`src/rtl/qbus_dma_sequencer.sv`:
```
`default_nettype none
// +----------------------------------------------------------------------------+
// | Module : qbus_dma_sequencer                                                |
// | Qbus DMA master: arbitrates for the bus and runs DATI/DATO word cycles.    |
// | Optional macro QBUS_DMA_FAIR_EN: yield the bus every 4 words.              |
// | Rev    : 1.0  initial release                                              |
// +----------------------------------------------------------------------------+
module qbus_dma_sequencer #(
  parameter int SYNC_STAGES    = 2,
  parameter int ADDR_SETUP_CYC = 8,
  parameter int DESKEW_CYC     = 4,
  parameter int TIMEOUT_CYC    = 1024
) (
  input  logic        clk,
  input  logic        reset,
  input  logic        cmd_valid,
  output logic        cmd_ready,
  input  logic        cmd_write,
  input  logic [21:0] cmd_addr,
  input  logic [7:0]  cmd_count,
  input  logic [15:0] wr_data,
  input  logic        wr_valid,
  output logic        wr_ready,
  output logic [15:0] rd_data,
  output logic        rd_valid,
  output logic        done,
  output logic        err_timeout,
  input  logic        brply_n,
  input  logic        bdmgi_n,
  input  logic        bsync_n_in,
  input  logic [15:0] bdal_in_n,
  output logic        bdmr,
  output logic        bsack,
  output logic        bsync,
  output logic        bdin,
  output logic        bdout,
  output logic [21:0] bdal_out,
  output logic        bdal_oe
);

  localparam int CW = $clog2(TIMEOUT_CYC) + 1;

  typedef enum logic [3:0] {
    S_IDLE       = 4'd0,
    S_REQ        = 4'd1,
    S_ACK        = 4'd2,
    S_ADDR       = 4'd3,
    S_SYNC       = 4'd4,
    S_DATA       = 4'd5,
    S_WAIT_RPLY  = 4'd6,
    S_WAIT_NRPLY = 4'd7,
    S_RELEASE    = 4'd8,
    S_FAIR       = 4'd9
  } state_t;

  state_t      r_state, w_next;
  logic [CW-1:0] r_cnt;
  logic [21:0] r_addr;
  logic [8:0]  r_count;
  logic        r_write;
  logic [15:0] r_wdata;
  logic        r_rply_d;
  logic        r_cap;
  logic [15:0] r_rd_data;
  logic        r_rd_valid;
  logic        r_err;
`ifdef QBUS_DMA_FAIR_EN
  logic [1:0]  r_words;
`endif

  // All bus receivers share one synchronizer pipe so data and RPLY age together.
  logic [18:0] r_sync [SYNC_STAGES];
  logic [18:0] w_sync;
  logic        w_rply, w_dmgi, w_sync_bus;
  logic [15:0] w_bdal;
  logic        w_timeout, w_word_done, w_tmo_hit;
  logic [15:0] w_wsel;

  always_ff @(posedge clk or posedge reset) begin
    if (reset) begin
      for (int i = 0; i < SYNC_STAGES; i++) r_sync[i] <= '1;
    end else begin
      r_sync[0] <= {brply_n, bdmgi_n, bsync_n_in, bdal_in_n};
      for (int i = 1; i < SYNC_STAGES; i++) r_sync[i] <= r_sync[i-1];
    end
  end

  assign w_sync     = ~r_sync[SYNC_STAGES-1];
  assign w_rply     = w_sync[18];
  assign w_dmgi     = w_sync[17];
  assign w_sync_bus = w_sync[16];
  assign w_bdal     = w_sync[15:0];
  assign w_tmo_hit  = (r_cnt == CW'(TIMEOUT_CYC - 1));

  always_comb begin
    w_next      = r_state;
    w_timeout   = 1'b0;
    w_word_done = 1'b0;
    case (r_state)
      S_IDLE: if (cmd_valid) w_next = S_REQ;
      S_REQ: begin
        if (w_dmgi && !w_sync_bus && !w_rply) w_next = S_ACK;
        else w_timeout = w_tmo_hit;
      end
      S_ACK: w_next = S_ADDR;
      S_ADDR: begin
        if (r_write && !wr_valid) w_timeout = w_tmo_hit;
        else if (r_cnt >= CW'(ADDR_SETUP_CYC - 1)) w_next = S_SYNC;
      end
      S_SYNC: if (r_cnt >= CW'(DESKEW_CYC - 1)) w_next = r_write ? S_DATA : S_WAIT_RPLY;
      S_DATA: if (r_cnt >= CW'(DESKEW_CYC - 1)) w_next = S_WAIT_RPLY;
      S_WAIT_RPLY: begin
        // Only a fresh RPLY edge counts; a level left high from before is stale.
        if (w_rply && !r_rply_d) w_next = S_WAIT_NRPLY;
        else w_timeout = w_tmo_hit;
      end
      S_WAIT_NRPLY: begin
        if (!w_rply) begin
          w_word_done = 1'b1;
          if (r_count == 9'd1) w_next = S_RELEASE;
`ifdef QBUS_DMA_FAIR_EN
          else if (r_words == 2'd3) w_next = S_FAIR;
`endif
          else w_next = S_ADDR;
        end else begin
          w_timeout = w_tmo_hit;
        end
      end
      S_RELEASE: w_next = S_IDLE;
`ifdef QBUS_DMA_FAIR_EN
      S_FAIR: if (r_cnt >= CW'(15)) w_next = S_REQ;
`endif
      default: w_next = S_IDLE;
    endcase
    if (w_timeout) w_next = S_IDLE;
  end

  assign w_wsel = (r_cnt == '0) ? wr_data : r_wdata;

  always_comb begin
    cmd_ready = 1'b0;
    bdmr      = 1'b0;
    bsack     = 1'b0;
    bsync     = 1'b0;
    bdin      = 1'b0;
    bdout     = 1'b0;
    bdal_oe   = 1'b0;
    bdal_out  = '0;
    wr_ready  = 1'b0;
    done      = 1'b0;
    case (r_state)
      S_IDLE:    cmd_ready = 1'b1;
      S_REQ:     bdmr = 1'b1;
      S_ACK:     bsack = 1'b1;
      S_ADDR: begin
        bsack    = 1'b1;
        bdal_oe  = 1'b1;
        bdal_out = r_addr;
      end
      S_SYNC: begin
        bsack    = 1'b1;
        bsync    = 1'b1;
        bdal_oe  = 1'b1;
        bdal_out = r_addr;
      end
      S_DATA: begin
        bsack    = 1'b1;
        bsync    = 1'b1;
        bdal_oe  = 1'b1;
        bdal_out = {6'b0, w_wsel};
        wr_ready = (r_cnt == '0);
      end
      S_WAIT_RPLY: begin
        bsack = 1'b1;
        bsync = 1'b1;
        if (r_write) begin
          bdal_oe  = 1'b1;
          bdal_out = {6'b0, r_wdata};
          bdout    = 1'b1;
        end else begin
          bdin = 1'b1;
        end
      end
      S_WAIT_NRPLY: begin
        bsack = 1'b1;
        bsync = 1'b1;
        if (r_write) begin
          bdal_oe  = 1'b1;
          bdal_out = {6'b0, r_wdata};
        end
      end
      S_RELEASE: done = 1'b1;
      default: ;
    endcase
  end

  always_ff @(posedge clk or posedge reset) begin
    if (reset) begin
      r_state    <= S_IDLE;
      r_cnt      <= '0;
      r_addr     <= '0;
      r_count    <= '0;
      r_write    <= 1'b0;
      r_wdata    <= '0;
      r_rply_d   <= 1'b0;
      r_cap      <= 1'b0;
      r_rd_data  <= '0;
      r_rd_valid <= 1'b0;
      r_err      <= 1'b0;
`ifdef QBUS_DMA_FAIR_EN
      r_words    <= '0;
`endif
    end else begin
      r_state    <= w_next;
      r_rply_d   <= w_rply;
      r_rd_valid <= 1'b0;
      r_cap      <= 1'b0;
      if (w_next != r_state)      r_cnt <= '0;
      else if (r_state != S_IDLE) r_cnt <= r_cnt + 1'b1;

      if (r_state == S_IDLE && cmd_valid) begin
        r_addr  <= cmd_addr & ~22'd1;
        r_count <= (cmd_count == 8'd0) ? 9'd256 : {1'b0, cmd_count};
        r_write <= cmd_write;
        r_err   <= 1'b0;
`ifdef QBUS_DMA_FAIR_EN
        r_words <= '0;
`endif
      end
      if (w_timeout) r_err <= 1'b1;
      if (r_state == S_DATA && r_cnt == '0) r_wdata <= wr_data;
      // Read data is sampled one cycle after RPLY is seen to give BDAL extra settle.
      if (r_state == S_WAIT_RPLY && w_next == S_WAIT_NRPLY && !r_write) r_cap <= 1'b1;
      if (r_cap) begin
        r_rd_data  <= w_bdal;
        r_rd_valid <= 1'b1;
      end
      if (w_word_done) begin
        r_addr  <= r_addr + 22'd2;
        r_count <= r_count - 9'd1;
`ifdef QBUS_DMA_FAIR_EN
        r_words <= r_words + 2'd1;
`endif
      end
    end
  end

  assign rd_data     = r_rd_data;
  assign rd_valid    = r_rd_valid;
  assign err_timeout = r_err;

endmodule
`default_nettype wire

```
`config.mk`:
```
export PLATFORM = sky130hd
export DESIGN_NAME = qbus_dma_sequencer
export DESIGN_NICKNAME = d
export VERILOG_FILES = /design/src/rtl/qbus_dma_sequencer.sv
export SDC_FILE = /design/constraint.sdc
export NUM_CORES = 1
export LEC_CHECK = 0
export CORE_UTILIZATION = 57
export CTS_BUF_LIST = sky130_fd_sc_hd__clkbuf_2
export CTS_CLUSTER_DIAMETER = 80
export DETAILED_ROUTE_END_ITERATION = 8
export GPL_ROUTABILITY_DRIVEN = 0
export GPL_TIMING_DRIVEN = 0
export HOLD_SLACK_MARGIN = 0.15
export MAX_ROUTING_LAYER = met4
export PLACE_DENSITY = 0.88
export SYNTH_ARGS = -nofsm -noshare
export SYNTH_HDL_FRONTEND = slang
export SYNTH_SLANG_ARGS = --single-unit
```
`constraint.sdc`:
```
create_clock -name clk -period 11.6 [get_ports clk]
set_input_delay 2.9 -clock clk [delete_from_list [all_inputs] [get_ports clk]]
set_output_delay 2.9 -clock clk [all_outputs]
set_load 0.01 [all_outputs]
```
# After elaboration in Yosys (flattened, before gate mapping)

Index checks and enable logic that the tools add are counted.

Output and inout bits: 49
Bits of input ports: 70
Latch bits: 0
Memory bits (read-only): 0
Register bits: 121
Bits in writable memories: 0
Memories kept: 0

Div/mod/pow operators: 0
Add/subtract/negate cells: 3
Equality and inequality tests: 12
Reductions and logical operators: 25
Bitwise logic cells: 1
Multiply operators: 0
$lt $le $gt $ge: 2
Multiplexer cells: 44
Shift operators: 0

Operators by type and width:

| cell                    | count |
|---|---|
| $pmux W22 S3            | 1 |
| $mux W22                | 2 |
| $mux W4                 | 10 |
| $mux W16                | 2 |
| $pmux W4 S8             | 1 |
| $mux W9                 | 3 |
| $add A22 B2 Y22 const B | 1 |
| $mux W11                | 2 |
| $eq A4 B3 Y1 const B    | 5 |
| $mux W1                 | 20 |
| $not A19 Y19            | 1 |
| $add A11 B1 Y11 const B | 1 |
| $eq A11 B10 Y1 const B  | 1 |
| $ge A11 B2 Y1 const B   | 1 |
| $ge A11 B3 Y1 const B   | 1 |
| $logic_not A11 Y1       | 1 |
| $eq A9 B1 Y1 const B    | 1 |
| $sub A9 B1 Y9 const B   | 1 |
| $eq A4 B2 Y1 const B    | 2 |
| $logic_and A1 B1 Y1     | 8 |
| $logic_not A8 Y1        | 1 |
| $reduce_bool A2 Y1      | 3 |
| $reduce_or A6 Y1        | 1 |
| $logic_not A1 Y1        | 5 |
| 11 further kinds        | 12 |

# Depth between registers and ports, before layout

Depth after elaboration: 11
Gate-level depth with buffers: 9
Mapped depth without buffers: 8

# Least setup slack after synthesis

Ideal clock, no wire load.

Path type: input-to-output
Start point: input wr_data[10]
End point: output bdal_out[10]
Stages on the path: 2
Arrival: 3.290 ns
Slack: 5.410 ns
Path buffers: 0
Path through: a222oi_1 -> inv_1

Longest elaborated chain between the ends: 2

Ends and longest elaborated chain:

| item         | line | RTL |
|---|---|---|
| from (decl)  | 21   | `input logic [15:0] wr_data,` |
| $mux W16     | 138  | `assign w_wsel = (r_cnt == '0) ? wr_data : r_wdata;` |
| $pmux W22 S3 | 151  | `case (r_state)` |
| to (decl)    | 37   | `output logic [21:0] bdal_out,` |

No other way between the ends.

# Worst setup path after layout

Start point: input wr_data[15]
End point: output bdal_out[15]

Same word-level chain as after synthesis.

==> flow_metrics.env <==
export IMPL_r2r_start="r_state[0]"
export IMPL_syn_area_um2=5728
export IMPL_ys_ff_latch=120
export IMPL_io_buffers=117
export IMPL_rr_endpoint="r_count[8]"
export IMPL_core_area_um2=9774
export IMPL_post_route_period_util_pct=61.96
export IMPL_chipHeight_um=102.2
export IMPL_avgRoutedWirePerCell_um=17.57
export IMPL_dieArea_um2=10450
export IMPL_ys_flop_type="dfrtp_1"
export IMPL_hold_viol_final=0
export IMPL_syn_avg_cell_area_um2=10.61
export IMPL_final_core_util_pct=74.82
export IMPL_clk_latency_ns=0.71
export IMPL_drc_errors=0
export IMPL_grt_max_degree=69
export IMPL_via_per_inst=6.007
export IMPL_cts_clk_slew_worst_paths_ns=0.16
export IMPL_core_rowCount=36
export IMPL_cts_tree="yes"
export IMPL_cts_max_level=4
export IMPL_cap_violations=0
export IMPL_start_kind="primary input"
export IMPL_postCtsSetupBuffers=0
export IMPL_required_ns=8.70
export IMPL_final_cell_mix="clkdlybuf4s50_1 (117), dfrtp_1 (82), nand2_1 (49)"
export IMPL_worstPathArrival_ns=4.29
export IMPL_layout_drive_gt1_share_pct=16.81
export IMPL_final_common_cell="clkdlybuf4s50_1"
export IMPL_initial_core_util_pct=58.60
export IMPL_critPathMaxFanout=2
export IMPL_grt_antenna_before_repair=0
export IMPL_dr_pass1_iters=5
export IMPL_p_leak_uw=0.003038
export IMPL_hpwl_um=10470
export IMPL_slew_violations=0
export IMPL_rsz0062_at_grt="false"
export IMPL_final_setup_viol_count=0
export IMPL_maxSlewHeadroom_pct=57.29
export IMPL_drtAntennaViolNets=0
export IMPL_grtUsageTotal_pct=30.23
export IMPL_status="completed"
export IMPL_skew_ns=0.03988
export IMPL_reg2reg_slack_ns=9.04
export IMPL_crit_end="bdal_out[15]"
export IMPL_grt_pass1_wl_um=23040
export IMPL_period_minus_slack_ns=7.187
export IMPL_numCtsBuffers=17
export IMPL_yosys_warnings=0
export IMPL_ioPinCount=119
export IMPL_syn_num_nets=615
export IMPL_fp_dieW_um=102.2
export IMPL_tns_ns=0
export IMPL_ctsHoldBuffers=0
export IMPL_synthArstFlopShare_pct=100.0
export IMPL_multi_input_area_um2=2352
export IMPL_worstSetupEndpointType="output pin"
export IMPL_root_buffer="clkbuf_2"
export IMPL_register_area_um2=3050
export IMPL_yosysSeqAreaShare_pct=53.25
export IMPL_synth_edf_count=0
export IMPL_nNetsFinal=752
export IMPL_diodes=0
export IMPL_ff2ff_path_depth=8
export IMPL_final_cell_count_no_fill=823
export IMPL_fillCellCount=671
export IMPL_clockBufferDepth=2
export IMPL_worstMarginPinSlew_ns=0.6348
export IMPL_post_place_cells=791
export IMPL_cts_sinks=120
export IMPL_vdd_drop_max_mv=0.1062
export IMPL_drtIter0Drc=490
export IMPL_hp_class="reg2reg"
export IMPL_vias=4944
export IMPL_ys_types=62
export IMPL_startpoint="wr_data[15]"
export IMPL_p_per_area_nw_per_um2=217.3
export IMPL_grt_ovfl_total=0
export IMPL_clock_fmax_mhz=139.1
export IMPL_grt_pass1_vias=4763
export IMPL_worst_setup_path_type="in2out"
export IMPL_wirelength_um=14460
export IMPL_post_cts_resized=0
export IMPL_area_growth_pct=27.68
export IMPL_synthCells=540
[registers in the layout (all words and copies together), names as in the netlist]
name         flops
r_sync          38
r_wdata         16
r_addr          21
r_rply_d         1
r_state          4
rd_data         16
rd_valid         1
r_cap            1
r_count          9
err_timeout      1
r_cnt           11
r_write          1
[worst max-delay path, stage by stage]
cell             delay (ns)
clkdlybuf4s50_1        0.44
a222oi_1               0.37
inv_1                  0.08
clkdlybuf4s50_1        0.50
[report_power, final]
part | leakage (uW) | switching (uW) | internal, uW
registers | 0.00140 | 111 | 544
clock network | 0.000133 | 151 | 101
logic | 0.00151 | 363 | 319
total | 0.00304 | 625 | 964
[Yosys cell counts, types with 12 or more instances]
master	instances	area (um2)
mux2i_1	18	180.2
dfrtp_1	82	2052
o21ai_0	16	80.08
dfstp_2	38	998.5
nand3_1	20	100.1
nand2_1	49	183.9
a21oi_1	13	65.06
a222oi_1	15	150.1
nor3_1	16	80.08
nor4_1	12	75.07
clkbuf_1	21	78.83
inv_1	44	165.2
nor2_1	41	153.9
mux2_2	17	191.4
[metal layers]
layer	vias up	track usage, %	share of wire [%]	wire (um)
li1	2226	-	-	-
met1	2395	37.86	41	5900
met2	293	46.77	48	7003
met3	30	7.456	8.6	1238
met4	0	13.08	2.2	319
met5	-	-	0	0
[layout make-up]
class / instances / area share (%)
Sequential cell: 120 / 41.71
Multi-Input combinational cell: 343 / 32.16
Timing Repair Buffer: 118 / 16.39
Inverter: 45 / 2.361
Tap cell: 133 / 2.275
Buffer: 32 / 2.121
Clock buffer: 22 / 1.506
Clock inverter: 10 / 1.471
[per-stage QoR]
| stage | total power [uW] | worst slack [ns] | hold slack, ns | area [um2] |
|---|---|---|---|---|
| finish | 1589 | 4.413 | 0.3569 | 7313 |
| global route | 1689 | 4.351 | 0.3375 | 7313 |
| CTS | 1585 | 4.405 | 0.3519 | 7313 |
| detailed placement | 1334 | 4.410 | 0.3468 | 7096 |
| global placement | 1293 | 4.055 | 0.3457 | 7066 |
| floorplan | 1050 | 5.410 | 0.3452 | 5728 |
[worst min-delay path by stage]
| stage | start | to | slack (ns) | depth (start not counted) |
|---|---|---|---|---|
| after global routing | r_sync[22] | r_sync[3] | 0.34 | 0 |
| after CTS | r_sync[22] | r_sync[3] | 0.35 | 0 |
| after detailed placement | r_sync[36] | r_sync[17] | 0.35 | 0 |
| after floorplan | r_sync[19] | r_sync[0] | 0.35 | 0 |
| after global placement | r_sync[30] | r_sync[11] | 0.35 | 0 |
| final | r_sync[22] | r_sync[3] | 0.36 | 0 |
[kinds of logic after synthesis]
family                     after synthesis  synth area share [%]
muxes                                   35                 6.487
buffers and inverters                   77                 5.679
and+or+nand+nor                        201                 19.62
DFF                                    120                 53.25
adders and majority gates                5                 1.092
xor gates and xnor gates                10                 1.529
AOI/OAI and AO/OA                       92                 12.34
Power figures use the tool's default switching activity.
